[config.mk]
export PLATFORM = sky130hd
export DESIGN_NAME = vga_fb_arbiter
export DESIGN_NICKNAME = d
export VERILOG_FILES = /design/src/rtl/vga_fb_arbiter.sv
export SDC_FILE = /design/constraint.sdc
export NUM_CORES = 1
export LEC_CHECK = 0
export BUFFER_PORTS_ARGS = -buffer_cell sky130_fd_sc_hd__buf_2
export CAP_MARGIN = 20
export CORE_MARGIN = 10
export CORE_UTILIZATION = 30
export DETAILED_ROUTE_END_ITERATION = 7
export PLACE_DENSITY = 0.54
export SLEW_MARGIN = 20
export SYNTH_ARGS = -nofsm -noshare
export SYNTH_HDL_FRONTEND = slang
export SYNTH_SLANG_ARGS = --single-unit
[constraint.sdc]
create_clock -name i_Clk -period 2.35 [get_ports i_Clk]
set_input_delay 0.705 -clock i_Clk [delete_from_list [all_inputs] [get_ports i_Clk]]
set_output_delay 0.705 -clock i_Clk [all_outputs]
set_load 0.02 [all_outputs]
[src/rtl/vga_fb_arbiter.sv]
// Frame buffer arbiter: VGA scan-out reads on even active columns, camera writes
// drain from a small FIFO on odd columns and blanking. Optional: VGA_FB_PATTERN_EN.
module vga_fb_arbiter #(
    parameter int DATA_WIDTH  = 12,
    parameter int ADDR_WIDTH  = 17,
    parameter int FB_COLS     = 320,
    parameter int FB_ROWS     = 240,
    parameter int ACTIVE_COLS = 640,
    parameter int ACTIVE_ROWS = 480,
    parameter int WBUF_DEPTH  = 4,
    parameter int RD_LATENCY  = 2
) (
    input  logic                  i_Clk,
    input  logic                  i_Rst_n,
`ifdef VGA_FB_PATTERN_EN
    input  logic                  i_Pattern_Sel,
`endif
    input  logic [9:0]            i_Col_Count,
    input  logic [9:0]            i_Row_Count,
    input  logic                  i_Wr_Valid,
    input  logic [ADDR_WIDTH-1:0] i_Wr_Addr,
    input  logic [DATA_WIDTH-1:0] i_Wr_Data,
    output logic                  o_Wr_Ready,
    output logic [ADDR_WIDTH-1:0] o_Mem_Addr,
    output logic                  o_Mem_We,
    output logic [DATA_WIDTH-1:0] o_Mem_Wdata,
    input  logic [DATA_WIDTH-1:0] i_Mem_Rdata,
    output logic [DATA_WIDTH-1:0] o_Pix_Data,
    output logic                  o_Pix_Valid,
    output logic                  o_Overflow
);

    localparam int PTR_W = $clog2(WBUF_DEPTH);
    localparam int CNT_W = PTR_W + 1;

    if (WBUF_DEPTH < 2 || (WBUF_DEPTH & (WBUF_DEPTH - 1)) != 0) begin : g_bad_depth
        $error("WBUF_DEPTH must be a power of 2 and at least 2");
    end
    if (RD_LATENCY < 1 || RD_LATENCY > 3) begin : g_bad_latency
        $error("RD_LATENCY must be 1..3");
    end
    if (FB_ROWS * 2 != ACTIVE_ROWS || FB_COLS * 2 != ACTIVE_COLS) begin : g_bad_geometry
        $error("frame buffer must be exactly half the active resolution");
    end

    typedef enum logic [1:0] {
        S_BLANK,
        S_RD,
        S_WR
    } state_t;

    state_t state_q, state_d;

    logic                  active;
    logic                  pattern_on;
    logic [ADDR_WIDTH-1:0] rd_addr;
    logic                  pop;
    logic                  push;
    logic                  full;
    logic                  empty;

    logic [ADDR_WIDTH-1:0] fifo_addr [WBUF_DEPTH];
    logic [DATA_WIDTH-1:0] fifo_data [WBUF_DEPTH];
    logic [PTR_W-1:0]      wr_ptr;
    logic [PTR_W-1:0]      rd_ptr;
    logic [CNT_W-1:0]      count;

    logic [RD_LATENCY-1:0] act_pipe;
    logic [RD_LATENCY-1:0] rd_pipe;
    logic [DATA_WIDTH-1:0] hold_q;

`ifdef VGA_FB_PATTERN_EN
    assign pattern_on = i_Pattern_Sel;
`else
    assign pattern_on = 1'b0;
`endif

    assign active = (32'(i_Col_Count) < 32'(ACTIVE_COLS)) &&
                    (32'(i_Row_Count) < 32'(ACTIVE_ROWS));

    assign rd_addr = ADDR_WIDTH'(i_Row_Count >> 1) * ADDR_WIDTH'(FB_COLS)
                   + ADDR_WIDTH'(i_Col_Count >> 1);

    assign full       = (count == CNT_W'(WBUF_DEPTH));
    assign empty      = (count == '0);
    assign o_Wr_Ready = !full;
    assign push       = i_Wr_Valid && !full;

    // Slot ownership follows the live counts with no hysteresis.
    always_comb begin
        state_d = S_BLANK;
        pop     = 1'b0;
        if (active) begin
            state_d = (!i_Col_Count[0] && !pattern_on) ? S_RD : S_WR;
        end
        if (state_d != S_RD && !empty) begin
            pop = 1'b1;
        end
    end

    always_ff @(posedge i_Clk or negedge i_Rst_n) begin
        if (!i_Rst_n) begin
            state_q <= S_BLANK;
        end else begin
            state_q <= state_d;
        end
    end

    always_ff @(posedge i_Clk) begin
        if (push) begin
            fifo_addr[wr_ptr] <= i_Wr_Addr;
            fifo_data[wr_ptr] <= i_Wr_Data;
        end
    end

    always_ff @(posedge i_Clk or negedge i_Rst_n) begin
        if (!i_Rst_n) begin
            wr_ptr     <= '0;
            rd_ptr     <= '0;
            count      <= '0;
            o_Overflow <= 1'b0;
        end else begin
            if (push) begin
                wr_ptr <= wr_ptr + 1'b1;
            end
            if (pop) begin
                rd_ptr <= rd_ptr + 1'b1;
            end
            case ({push, pop})
                2'b10:   count <= count + 1'b1;
                2'b01:   count <= count - 1'b1;
                default: count <= count;
            endcase
            if (i_Wr_Valid && full) begin
                o_Overflow <= 1'b1;
            end
        end
    end

    // RAM port: read address in read slots, FIFO head on a pop, otherwise held.
    always_ff @(posedge i_Clk or negedge i_Rst_n) begin
        if (!i_Rst_n) begin
            o_Mem_Addr  <= '0;
            o_Mem_Wdata <= '0;
            o_Mem_We    <= 1'b0;
        end else begin
            o_Mem_We <= pop;
            if (state_d == S_RD) begin
                o_Mem_Addr <= rd_addr;
            end else if (pop) begin
                o_Mem_Addr  <= fifo_addr[rd_ptr];
                o_Mem_Wdata <= fifo_data[rd_ptr];
            end
        end
    end

    always_ff @(posedge i_Clk or negedge i_Rst_n) begin
        if (!i_Rst_n) begin
            act_pipe <= '0;
            rd_pipe  <= '0;
        end else begin
            act_pipe[0] <= (state_q != S_BLANK);
            rd_pipe[0]  <= (state_q == S_RD);
            for (int unsigned i = 1; i < RD_LATENCY; i++) begin
                act_pipe[i] <= act_pipe[i-1];
                rd_pipe[i]  <= rd_pipe[i-1];
            end
        end
    end

`ifdef VGA_FB_PATTERN_EN
    logic [2:0]            bar_idx;
    logic [DATA_WIDTH-1:0] bar_colour;
    logic                  pat_q;
    logic [DATA_WIDTH-1:0] colour_q;
    logic [RD_LATENCY-1:0] pat_pipe;
    logic [DATA_WIDTH-1:0] colour_pipe [RD_LATENCY];

    always_comb begin
        bar_idx = '0;
        for (int unsigned i = 1; i < 8; i++) begin
            if (32'(i_Col_Count) >= 32'(i * 80)) begin
                bar_idx = 3'(i);
            end
        end
        bar_colour = DATA_WIDTH'({{4{bar_idx[2]}}, {4{bar_idx[1]}}, {4{bar_idx[0]}}});
    end

    always_ff @(posedge i_Clk or negedge i_Rst_n) begin
        if (!i_Rst_n) begin
            pat_q    <= 1'b0;
            colour_q <= '0;
            pat_pipe <= '0;
            for (int unsigned i = 0; i < RD_LATENCY; i++) begin
                colour_pipe[i] <= '0;
            end
        end else begin
            pat_q          <= pattern_on;
            colour_q       <= bar_colour;
            pat_pipe[0]    <= pat_q;
            colour_pipe[0] <= colour_q;
            for (int unsigned i = 1; i < RD_LATENCY; i++) begin
                pat_pipe[i]    <= pat_pipe[i-1];
                colour_pipe[i] <= colour_pipe[i-1];
            end
        end
    end
`endif

    // The odd column re-uses the pixel captured on the preceding even column.
    always_ff @(posedge i_Clk or negedge i_Rst_n) begin
        if (!i_Rst_n) begin
            hold_q <= '0;
        end else if (act_pipe[RD_LATENCY-1] && rd_pipe[RD_LATENCY-1]) begin
            hold_q <= i_Mem_Rdata;
        end
    end

    assign o_Pix_Valid = act_pipe[RD_LATENCY-1];

    always_comb begin
        o_Pix_Data = '0;
        if (act_pipe[RD_LATENCY-1]) begin
`ifdef VGA_FB_PATTERN_EN
            if (pat_pipe[RD_LATENCY-1]) begin
                o_Pix_Data = colour_pipe[RD_LATENCY-1];
            end else
`endif
            if (rd_pipe[RD_LATENCY-1]) begin
                o_Pix_Data = i_Mem_Rdata;
            end else begin
                o_Pix_Data = hold_q;
            end
        end
    end

endmodule

==> results of run 1 <==
[cells in the final DEF, fill, tap and decap left out, types with 3 or more instances in the layout]
cell and count:
mux2i_1 28, ha_1 16, inv_8 6, mux4_2 20
mux2_2 23, a211oi_1 3, inv_6 3, nand2_1 19
xnor2_1 8, dfrtp_1 55, ha_4 4, buf_12 5
nand3_1 3, clkinv_4 4, buf_4 31, mux4_1 9
nor2b_1 17, buf_2 104, o21ai_0 15, a21oi_1 7
inv_1 11, edfxtp_1 116, and3_2 5, nor2_1 5
a21o_1 3, clkbuf_16 17, xor2_1 6
[worst max-delay path, delay by kind of cell]
family                   cells  cell delay (ps)
buffers and inverters        2              260
AND/OR/NAND/NOR              1              170
XOR/XNOR                     1              150
AO/OA/AOI/OAI                3              540
adder cells (fa/ha/maj)      3              810
[state kept, by name (all words and copies together), names as in the netlist, 3 cells and up]
name and cells:
fifo_addr 68, o_Mem_Addr 17, o_Mem_Wdata 12, count 3
fifo_data 48, hold_q 12
[metal layers]
layer  vias up  track usage, %  wire length [um]
met5         -               0                15
met4         4           2.977               133
met3        12           3.520               813
met2        87           17.82              8082
met1      2085           12.62              7011
li1       1923               -                 -
[what timing repair did]
item / in CTS / in global routing
resized for setup: 4 / 11
buffers inserted: 1 / 0
endpoints found under the setup margin: 2 / 4
pin swaps: 2 / 0
[per-stage QoR]
stage	hold slack [ps]	total power [uW]	setup WS [ps]	setup TNS (ps)	util, %
floorplan	331.2	6888	-191.3	-652.4	-
finish	221.2	10680	56.47	0	38.27
global placement	335.2	8020	-478.0	-2263	35.49
detailed placement	336.3	8120	-465.2	-2321	35.49
global route	226.5	11370	-21.83	-21.83	38.27
CTS	221.5	10870	19.37	0	37.96
[power groups by stage]
stage	clock network (uW)	registers, uW	logic, uW
6_report	2700	4510	3470
5_1_grt	2940	4600	3830
4_1_cts	2790	4530	3560
3_5_place_dp	0	4590	3530
3_3_place_gp	0	4540	3480
2_1_floorplan	0	4760	2120
[cell families (layout without fill, tap and decap cells)]
logic type | Yosys count | count (layout)
fa+ha+maj | 25 | 25
simple gates | 61 | 61
buf+inv | 28 | 185
compound gates | 40 | 40
flops | 172 | 172
mux | 82 | 82
xor+xnor | 17 | 17
[layout make-up]
cell class                 count  area [sq um]  share of cell area (%)
timing repair buffer         142         879.6                   9.478
tap                          324         405.4                   4.368
clock inverter                15         150.1                   1.618
clock buffer                  17         425.4                   4.584
inverter                      11         41.29                  0.4449
multi-input combinational    225          2492                   26.86
sequential                   172          4886                   52.65
[worst paths after layout]
| kind | from | slack, ps | depth (start not counted) | to |
|---|---|---|---|---|
| min | i_Rst_n | 220 | 1 | o_Mem_Addr[9]$_DFFE_PN0P_ |
| min in group i_Clk | rd_pipe[0]$_DFF_PN0_ | 350 | 0 | rd_pipe[1]$_DFF_PN0_ |
| max | i_Row_Count[2] | 60 | 10 | o_Mem_Addr[15]$_DFFE_PN0P_ |
| min reg2reg | rd_pipe[0]$_DFF_PN0_ | 350 | 0 | rd_pipe[1]$_DFF_PN0_ |
| max in group asynchronous | i_Rst_n | 1500 | 2 | hold_q[1]$_DFFE_PN0P_ |
| max reg2reg | count[0]$_DFFE_PN0P_ | 310 | 9 | count[2]$_DFFE_PN0P_ |
[cell usage after synthesis, types with 4 or more instances]
cell,number,area (sq um)
edfxtp_1,116,3483
nand2_1,19,71.32
inv_1,11,41.29
mux4_2,20,450.4
buf_6,4,45.04
buf_2,4,20.02
xnor2_1,9,78.83
o21ai_0,16,80.08
dfrtp_1,56,1401
mux4_1,9,236.5
a211oi_1,4,30.03
nor2_1,6,22.52
nor2b_1,17,106.4
a21oi_1,7,35.03
mux2_2,23,259.0
mux2i_1,28,280.3
and3_1,6,37.54
xor2_1,8,70.07
clkbuf_1,7,26.28
ha_1,22,275.3
==> run_results.csv, run 1 <==
group,metric,value,unit
status,run_status,"finished, final reports clean",
power,swShare,32.80,%
global_routing,grt_overflow,0,
clocking,cts-htree-levels,4,
flow_run,drv_cap,0,
logic_synthesis,syn_avg_cell_area,17.39,sq um
clocking,clockBufferDepth,2,
logic_synthesis,synth_area,7392,sq um
logic_synthesis,syn_nets,514,
timing,finalClockSkew,12.54,ps
clocking,cts.sinks,172,
timing,worst_slew_pin_slew,500.3,ps
timing,slew_headroom,66.57,%
floorplanning,die_h,177.0,um
logic_synthesis,seq_area_frac_synth,66.08,%
floorplanning,start_util,30.49,%
logic_synthesis,synthFlopType,"edfxtp_1",
clocking,cts_tree,"yes",
final_layout,syn_to_final_growth,25.54,%
clocking,clkTransAtPathRegs,70,ps
detailed_routing,drt-initial-drc-count,114,
global_routing,antenna_found_initial,2,
timing,max_clock_freq,0.4360,GHz
final_layout,num_antenna_cells,0,
power,p_seq_share,42.2,%
logic_synthesis,synth_compound_area_share,3.521,%
timing,drv_slew,0,
floorplanning,die_w,177.0,um
final_layout,fill_cells,2286,
final_layout,fin_nets,658,
logic_synthesis,async_flop_share,32.56,%
power,switchingPower,3504,uW
setup_path,worst_setup_path_start_kind,"input port",
final_layout,post-route-cell-area,9280,sq um
placement,dpl.hpwl,11090,um
detailed_routing,ant_nets,0,
logic_synthesis,synthDistinctLibCells,42,
final_layout,drive_above_1_share,42.61,%
logic_synthesis,yosys_warnings,0,
detailed_routing,drc,0,
setup_path,crit_top_cell,"ha_4",
detailed_routing,dr.pass1.iters,4,
setup_path,crit_required,2700,ps
logic_synthesis,synth-xor-area-share,2.014,%
clocking,ctsHoldBuffers,0,
clocking,root_buffer,"clkbuf_16",
logic_synthesis,synth_edf_count,116,
setup_path,cp-end-kind,"flop",
logic_synthesis,synthAdderAreaFrac,4.536,%
power,peakVddDrop,0.5341,mV
detailed_routing,vias,4111,
setup_path,crit_chain,"buf_8, ha_4, ha_4, fa_2, a211oi_4, or4_4, o2111ai_2, buf_4, xor2_1, a21oi_1",
clocking,cts_buffers,17,
logic_synthesis,synth_seq_cells,172,
power,power_density,1151,nW/um^2
placement,place.gp.congestion,0.7306,
placement,port_buffers,107,
timing,fin_crit_sh,97.60,%
detailed_routing,vias_per_cell,4.538,
floorplanning,ios,109,
global_routing,grt_pass1_vias,4626,
timing,period_minus_slack,2294,ps
power,power.internal,7179,uW
floorplanning,die-area,31320,sq um
placement,place_area,8606,sq um
logic_synthesis,syn_inst,425,
setup_path,critPathKind,"in -> reg",
placement,dp_cells,873,
timing,setup_viol,0,
logic_synthesis,synthMuxAreaShare,16.99,%
min_path,hp-class,"in -> async",
floorplanning,rows,57,
logic_synthesis,synthSimpleGateAreaFrac,4.689,%
final_layout,layout.cells.non_filler,906,
timing,rsz0062_at_grt,"true",
setup_path,cp_max_fo,3,
timing,hold_viol_final,0,
clocking,insertion_delay,420,ps
power,cellLeakagePower,0.003593,uW
global_routing,grtUsageTotal,10.57,%
global_routing,grt_max_degree,35,
logic_synthesis,synth_top_family_by_area,"multiplexers",
global_routing,grt_pass1_wl,25450,um
floorplanning,core_area,24250,sq um
power,comb_power_share,32.5,%
setup_path,cp_data_arrival_time,2650,ps
setup_path,cpPeakStageDelay,420,ps
detailed_routing,wl_per_cell,17.72,um
setup_path,critPathSlowestCell,"fa_2",
power,clkPwrFrac,25.3,%
detailed_routing,wirelength,16060,um
No activity file was read; power rests on OpenSTA's default activity.
==> run 2, diff against run 1 <==
- ABC_AREA: default -> 1
==> run 2 against run 1 <==
Effect of this change: total power up 2.6%; die area up 0.14%; global-route usage up 0.85 points; sequential power down 2%; hold slack better by 10 ps; setup slack better by 75 ps; synthesized cell count up 57%; wire length up 10%; critical path depth up 4; sequential cell count unchanged; clock power down 2%; cell area up 0.50%; critical endpoint unchanged; largest cell class unchanged.
==> run_results.csv, run 2 <==
group,metric,value,unit
logic_synthesis,syn_nets,755,
setup_path,crit_chain,"buf_2, ha_4, ha_4, fa_2, nand2_2, inv_2, nand2_2, nor2_4, nand3_2, nor2_1, nand3_1, nand2_1, nand2_1, a21oi_2",
floorplanning,start_util,30.44,%
min_path,hp-class,"in -> async",
setup_path,cp_max_fo,3,
setup_path,crit_required,2700,ps
logic_synthesis,synthDistinctLibCells,35,
logic_synthesis,yosysTopAreaCellShare,47.05,%
clocking,cts.sinks,172,
power,peakVddDrop,0.6002,mV
global_routing,grt_max_degree,52,
status,run_status,"finished, final reports clean",
detailed_routing,ant_nets,0,
clocking,clockBufferDepth,2,
logic_synthesis,seq_area_frac_synth,65.98,%
global_routing,grt_pass1_wl,27860,um
final_layout,syn_to_final_growth,25.98,%
setup_path,critPathSlowestCell,"fa_2",
logic_synthesis,yosys_warnings,0,
power,comb_power_share,35.6,%
timing,finalClockSkew,9.467,ps
power,switchingPower,4012,uW
clocking,postCtsSetupBuffers,0,
logic_synthesis,synthFlopType,"edfxtp_1",
global_routing,grt_overflow,0,
setup_path,cp_data_arrival_time,2570,ps
global_routing,antenna_found_initial,3,
logic_synthesis,synth_seq_cells,172,
setup_path,cp_num_buf_inv,2,
final_layout,fin_nets,899,
logic_synthesis,syn_avg_cell_area,11.12,sq um
final_layout,drive_above_1_share,27.46,%
logic_synthesis,yosysTopAreaCell,"edfxtp_1",
power,power.internal,6948,uW
floorplanning,ios,109,
final_layout,largest_register_ffs,68,
logic_synthesis,synth_edf_count,116,
timing,max_clock_freq,0.4507,GHz
final_layout,top_regs,"fifo_addr x68, fifo_data x48, o_Mem_Addr x17",
final_layout,post-route-cell-area,9326,sq um
timing,setup_viol,0,
global_routing,grtUsageTotal,11.42,%
logic_synthesis,yosysMostFrequentCell,"edfxtp_1",
power,clkPwrFrac,24.2,%
setup_path,cp-end-kind,"flop",
placement,place_area,8742,sq um
clocking,cts-htree-levels,4,
placement,dpl.hpwl,11770,um
detailed_routing,wl_per_cell,15.39,um
timing,fin_tns_setup,0,ps
timing,hold_viol_final,0,
timing,period_minus_slack,2219,ps
final_layout,mostFrequentLayoutCells,"edfxtp_1, nor2_1, buf_2",
timing,slew_headroom,69.57,%
power,swShare,36.60,%
final_layout,final_common_cell,"edfxtp_1",
floorplanning,die_h,177.1,um
detailed_routing,dr.pass1.iters,5,
logic_synthesis,async_flop_share,32.56,%
clocking,cts_buffers,17,
floorplanning,die-area,31360,sq um
clocking,root_buffer,"clkbuf_16",
placement,place.gp.congestion,0.7688,
logic_synthesis,syn_inst,666,
setup_path,worst_setup_path_start_kind,"input port",
setup_path,path_delay_family,"adder cells",
floorplanning,core_area,24320,sq um
timing,worst_slew_pin_slew,456.5,ps
clocking,clkTransAtPathRegs,70,ps
floorplanning,die_w,177.1,um
power,power_density,1175,nW/um^2
power,p_seq_share,40.2,%
logic_synthesis,synth_common_cells,"edfxtp_1, nor2_1, nand2_1",
setup_path,cpPeakStageDelay,540,ps
clocking,ctsHoldBuffers,0,
final_layout,top_register,"fifo_addr",
detailed_routing,wirelength,17680,um
floorplanning,rows,57,
clocking,insertion_delay,420,ps
flow_run,drv_cap,0,
power,cellLeakagePower,0.003819,uW
logic_synthesis,synthTopCellsByArea,"edfxtp_1, dfrtp_1, nor2_1",
placement,port_buffers,107,
timing,fin_crit_sh,94.41,%
timing,drv_slew,0,
setup_path,critPathKind,"in -> reg",
clocking,cts_tree,"yes",
detailed_routing,drc,0,
global_routing,grt_pass1_vias,5225,
detailed_routing,drt-initial-drc-count,349,
logic_synthesis,synth_area,7403,sq um
detailed_routing,vias,5179,
timing,rsz0062_at_grt,"false",
detailed_routing,vias_per_cell,4.507,
-- run 2: cell count changes after synthesis, moves of 10 or more --
cell / before / now
mux4_2: 20 / 0
nor2_1: 6 / 111
nand3_1: 3 / 26
mux2_2: 23 / 0
o22ai_1: 0 / 17
a31oi_1: 1 / 12
nor2b_1: 17 / 0
nand2_1: 19 / 89
mux2i_1: 28 / 0
inv_1: 11 / 46
o21ai_1: 0 / 10
o21ai_0: 16 / 81
-- run 2: cells by family after synthesis --
| family | synth area share (%) |
|---|---|
| flip-flops | 65.98 |
| AND/OR/NAND/NOR | 14.28 |
| XOR/XNOR | 0.8281 |
| buffers and inverters | 4.141 |
| AO/OA/AOI/OAI | 10.24 |
| adder cells (fa/ha/maj) | 4.529 |
-- run 2: stage by stage --
step	instances	total power (uW)	worst slack (ps)	utilization, %	hold WS [ps]
floorplan	666	6917	-250.6	-	331.2
global placement	1115	8412	-338.4	35.95	333.2
detailed placement	1115	8471	-334.0	35.95	336.5
CTS	1147	11150	97.50	38.21	217.4
global route	1148	11790	7.221	38.34	219.9
finish	1149	10960	131.3	38.35	231.3
-- run 2: layout make-up --
cell class | instances | area [sq um]
clock inverter | 12 | 113.9
fill | 2379 | 14990
tap | 324 | 405.4
inverter | 52 | 197.7
multi-input combinational | 416 | 2312
timing repair buffer | 151 | 969.7
clock buffer | 20 | 436.7
antenna | 2 | 5.005
sequential | 172 | 4886
-- run 2: worst paths after layout --
| check | slack, ps | cells past startpoint | start | endpoint |
|---|---|---|---|---|
| min reg2reg | 350 | 0 | rd_pipe[0]$_DFF_PN0_ | rd_pipe[1]$_DFF_PN0_ |
| max | 130 | 14 | i_Row_Count[2] | o_Mem_Addr[15]$_DFFE_PN0P_ |
| max reg2reg | 490 | 9 | count[0]$_DFFE_PN0P_ | count[2]$_DFFE_PN0P_ |
| max in group asynchronous | 1430 | 3 | i_Rst_n | o_Mem_Addr[10]$_DFFE_PN0P_ |
| min | 230 | 1 | i_Rst_n | o_Mem_Addr[5]$_DFFE_PN0P_ |
| min in group i_Clk | 350 | 0 | rd_pipe[0]$_DFF_PN0_ | rd_pipe[1]$_DFF_PN0_ |
-- run 2: repair_timing --
| action | CTS | global route |
|---|---|---|
| endpoints found under the setup margin | 0 | 12 |
| hold endpoints to repair | 0 | 0 |
| gates resized for setup | 0 | 6 |
-- run 2: metal layers --
layer  share of wire (%)  vias up  track usage [%]
li1                    -     2584                -
met5               0.074        -                0
met3                 6.3       13            3.926
met1                  44     2469            13.98
met4                0.97        2            3.363
met2                  48      111            18.63
-- run 2: power by group through the flow --
stage,Sequential [uW],Clock (uW),Combinational (uW)
finish,4410,2650,3900
CTS,4420,2720,4010
detailed placement,4470,0,4000
global placement,4470,0,3950
global route,4500,2840,4450
floorplan,4750,0,2160
==> run 3, diff against run 2 <==
- CORE_ASPECT_RATIO: default -> 0.75
==> run 3 against run 2 <==
Effect of this change: total power increased by 1.4%; setup slack got worse by 51 ps; sequential share of layout area decreased by 0.063 points; combinational power increased by 2%; critical endpoint is now o_Pix_Data[5]; critical path depth decreased by 9; non-clock buffer count increased by 2; first-iteration DRC count decreased by 18%; largest cell class unchanged.
==> run_results.csv, run 3 (synthesized netlist as in run 2, its figures left out) <==
group,metric,value,unit
clocking,insertion_delay,420,ps
detailed_routing,dr.pass1.iters,5,
global_routing,grt_pass1_vias,5116,
detailed_routing,ant_nets,0,
setup_path,critPathKind,"reg -> out",
final_layout,syn_to_final_growth,26.13,%
setup_path,startpoint,"act_pipe[1]$_DFF_PN0_",
clocking,clockBufferDepth,2,
final_layout,fin_nets,901,
final_layout,largest_register_ffs,68,
setup_path,r2r_cells,9,
final_layout,final_common_cell,"edfxtp_1",
final_layout,post-route-cell-area,9338,sq um
timing,max_clock_freq,0.4406,GHz
power,p_seq_share,39.5,%
clocking,cts_resized,0,
min_path,hp-class,"in -> async",
clocking,cts_buffers,17,
global_routing,grt_max_degree,60,
setup_path,cp-end-kind,"output pin",
final_layout,mostFrequentLayoutCells,"edfxtp_1, buf_2, nor2_1",
timing,period_minus_slack,2270,ps
setup_path,worst_setup_path_start_kind,"flop",
final_layout,drive_above_1_share,28.00,%
placement,place_area,8716,sq um
global_routing,grt_pass1_wl,29190,um
clocking,cts.sinks,172,
detailed_routing,vias_per_cell,4.407,
timing,fin_tns_setup,0,ps
global_routing,antenna_found_initial,8,
flow_run,drv_cap,0,
setup_path,cp_max_fo,17,
power,cellLeakagePower,0.003806,uW
placement,dpl.hpwl,12600,um
timing,rsz0062_at_grt,"true",
clocking,postCtsSetupBuffers,0,
final_layout,post-route-util,38.66,%
final_layout,top_regs,"fifo_addr x68, fifo_data x48, o_Mem_Addr x17",
detailed_routing,wirelength,18420,um
power,power_density,1190,nW/um^2
final_layout,fill_cells,2448,
timing,drv_slew,0,
setup_path,r2r-start,"count[0]$_DFFE_PN0P_",
clocking,clkTransAtPathRegs,60,ps
power,swShare,36.69,%
floorplanning,start_util,30.65,%
timing,fin_crit_sh,96.58,%
timing,setup_viol,0,
clocking,root_buffer,"clkbuf_16",
floorplanning,ios,109,
floorplanning,die_h,156.0,um
global_routing,grtUsageTotal,11.94,%
setup_path,crit_required,1640,ps
floorplanning,die-area,31430,sq um
power,peakVddDrop,0.5150,mV
detailed_routing,drc,0,
clocking,cts_tree,"yes",
power,clkPwrFrac,24.7,%
placement,place.gp.congestion,0.7860,
floorplanning,rows,49,
final_layout,top_register,"fifo_addr",
setup_path,cpPeakStageDelay,390,ps
setup_path,critPathSlowestCell,"dfrtp_1",
setup_path,cp_data_arrival_time,1560,ps
power,switchingPower,4076,uW
setup_path,crit_chain,"nand2_1, clkinvlp_4, nand2_1, o21ai_0, buf_2",
status,run_status,"finished, final reports clean",
setup_path,worstSetupEndpoint,"o_Pix_Data[5]",
clocking,ctsHoldBuffers,0,
floorplanning,die_w,201.4,um
global_routing,grt_overflow,0,
power,power.internal,7033,uW
power,comb_power_share,35.8,%
timing,hold_viol_final,0,
placement,port_buffers,107,
detailed_routing,drt-initial-drc-count,285,
timing,slew_headroom,55.49,%
setup_path,crit_top_cell,"nand2_1",
detailed_routing,wl_per_cell,15.88,um
setup_path,rrSetupSlack,440,ps
timing,worst_slew_pin_slew,666.6,ps
setup_path,r2r-end,"count[2]$_DFFE_PN0P_",
floorplanning,core_area,24160,sq um
detailed_routing,vias,5112,
timing,finalClockSkew,11.08,ps
clocking,cts-htree-levels,4,
[run 3: layout make-up]
class,count,area [sq um],share of cell area [%]
clock inverters,12,138.9,1.487
diodes,4,10.01,0.1072
flip-flops and latches,172,4886,52.32
repair buffers,153,930.9,9.969
multi-input cells,416,2320,24.84
inverters,52,201.4,2.157
well taps,331,414.1,4.435
clock buffers,20,436.7,4.676
[run 3: per-stage QoR]
stage	hold WS, ps	worst slack (ps)	power [uW]	instances
floorplan	331.2	-250.6	6917	666
global placement	333.6	-350.4	8430	1124
detailed placement	335.6	-365.1	8486	1124
CTS	289.5	24.53	11270	1156
global route	303.8	-32.09	11920	1157
finish	288.3	80.32	11110	1160
[run 3: power by group through the flow]
stage	Combinational (uW)	Clock [uW]	Sequential, uW
detailed placement	4030	0	4460
floorplan	2160	0	4750
CTS	4050	2820	4400
global route	4490	2950	4470
finish	3980	2740	4390
global placement	3990	0	4440
[run 3: worst min path at each step]
| stage | startpoint | to | slack [ps] | cells past startpoint |
|---|---|---|---|---|
| 2_1_floorplan | act_pipe[0]$_DFF_PN0_ | act_pipe[1]$_DFF_PN0_ | 330 | 0 |
| 3_3_place_gp | act_pipe[0]$_DFF_PN0_ | act_pipe[1]$_DFF_PN0_ | 330 | 0 |
| 3_5_place_dp | act_pipe[0]$_DFF_PN0_ | act_pipe[1]$_DFF_PN0_ | 340 | 0 |
| 4_1_cts | i_Rst_n | hold_q[0]$_DFFE_PN0P_ | 290 | 2 |
| 5_1_grt | i_Rst_n | hold_q[0]$_DFFE_PN0P_ | 300 | 2 |
| 6_report | i_Rst_n | hold_q[0]$_DFFE_PN0P_ | 290 | 2 |
[run 3: worst max-delay path, delay by kind of cell, from the launching register on]
kind                   cells  cell delay [ps]
AND/OR/NAND/NOR            2              240
AO/OA/AOI/OAI              1              100
flip-flops                 1              390
buffers and inverters      2              420
[run 3: layer usage]
metal,up-vias,wire length (um),track usage [%]
met2,119,7617,17.43
li1,2602,-,-
met1,2358,9276,16.44
met4,10,206,3.463
met3,23,1254,4.005
met5,-,68,0
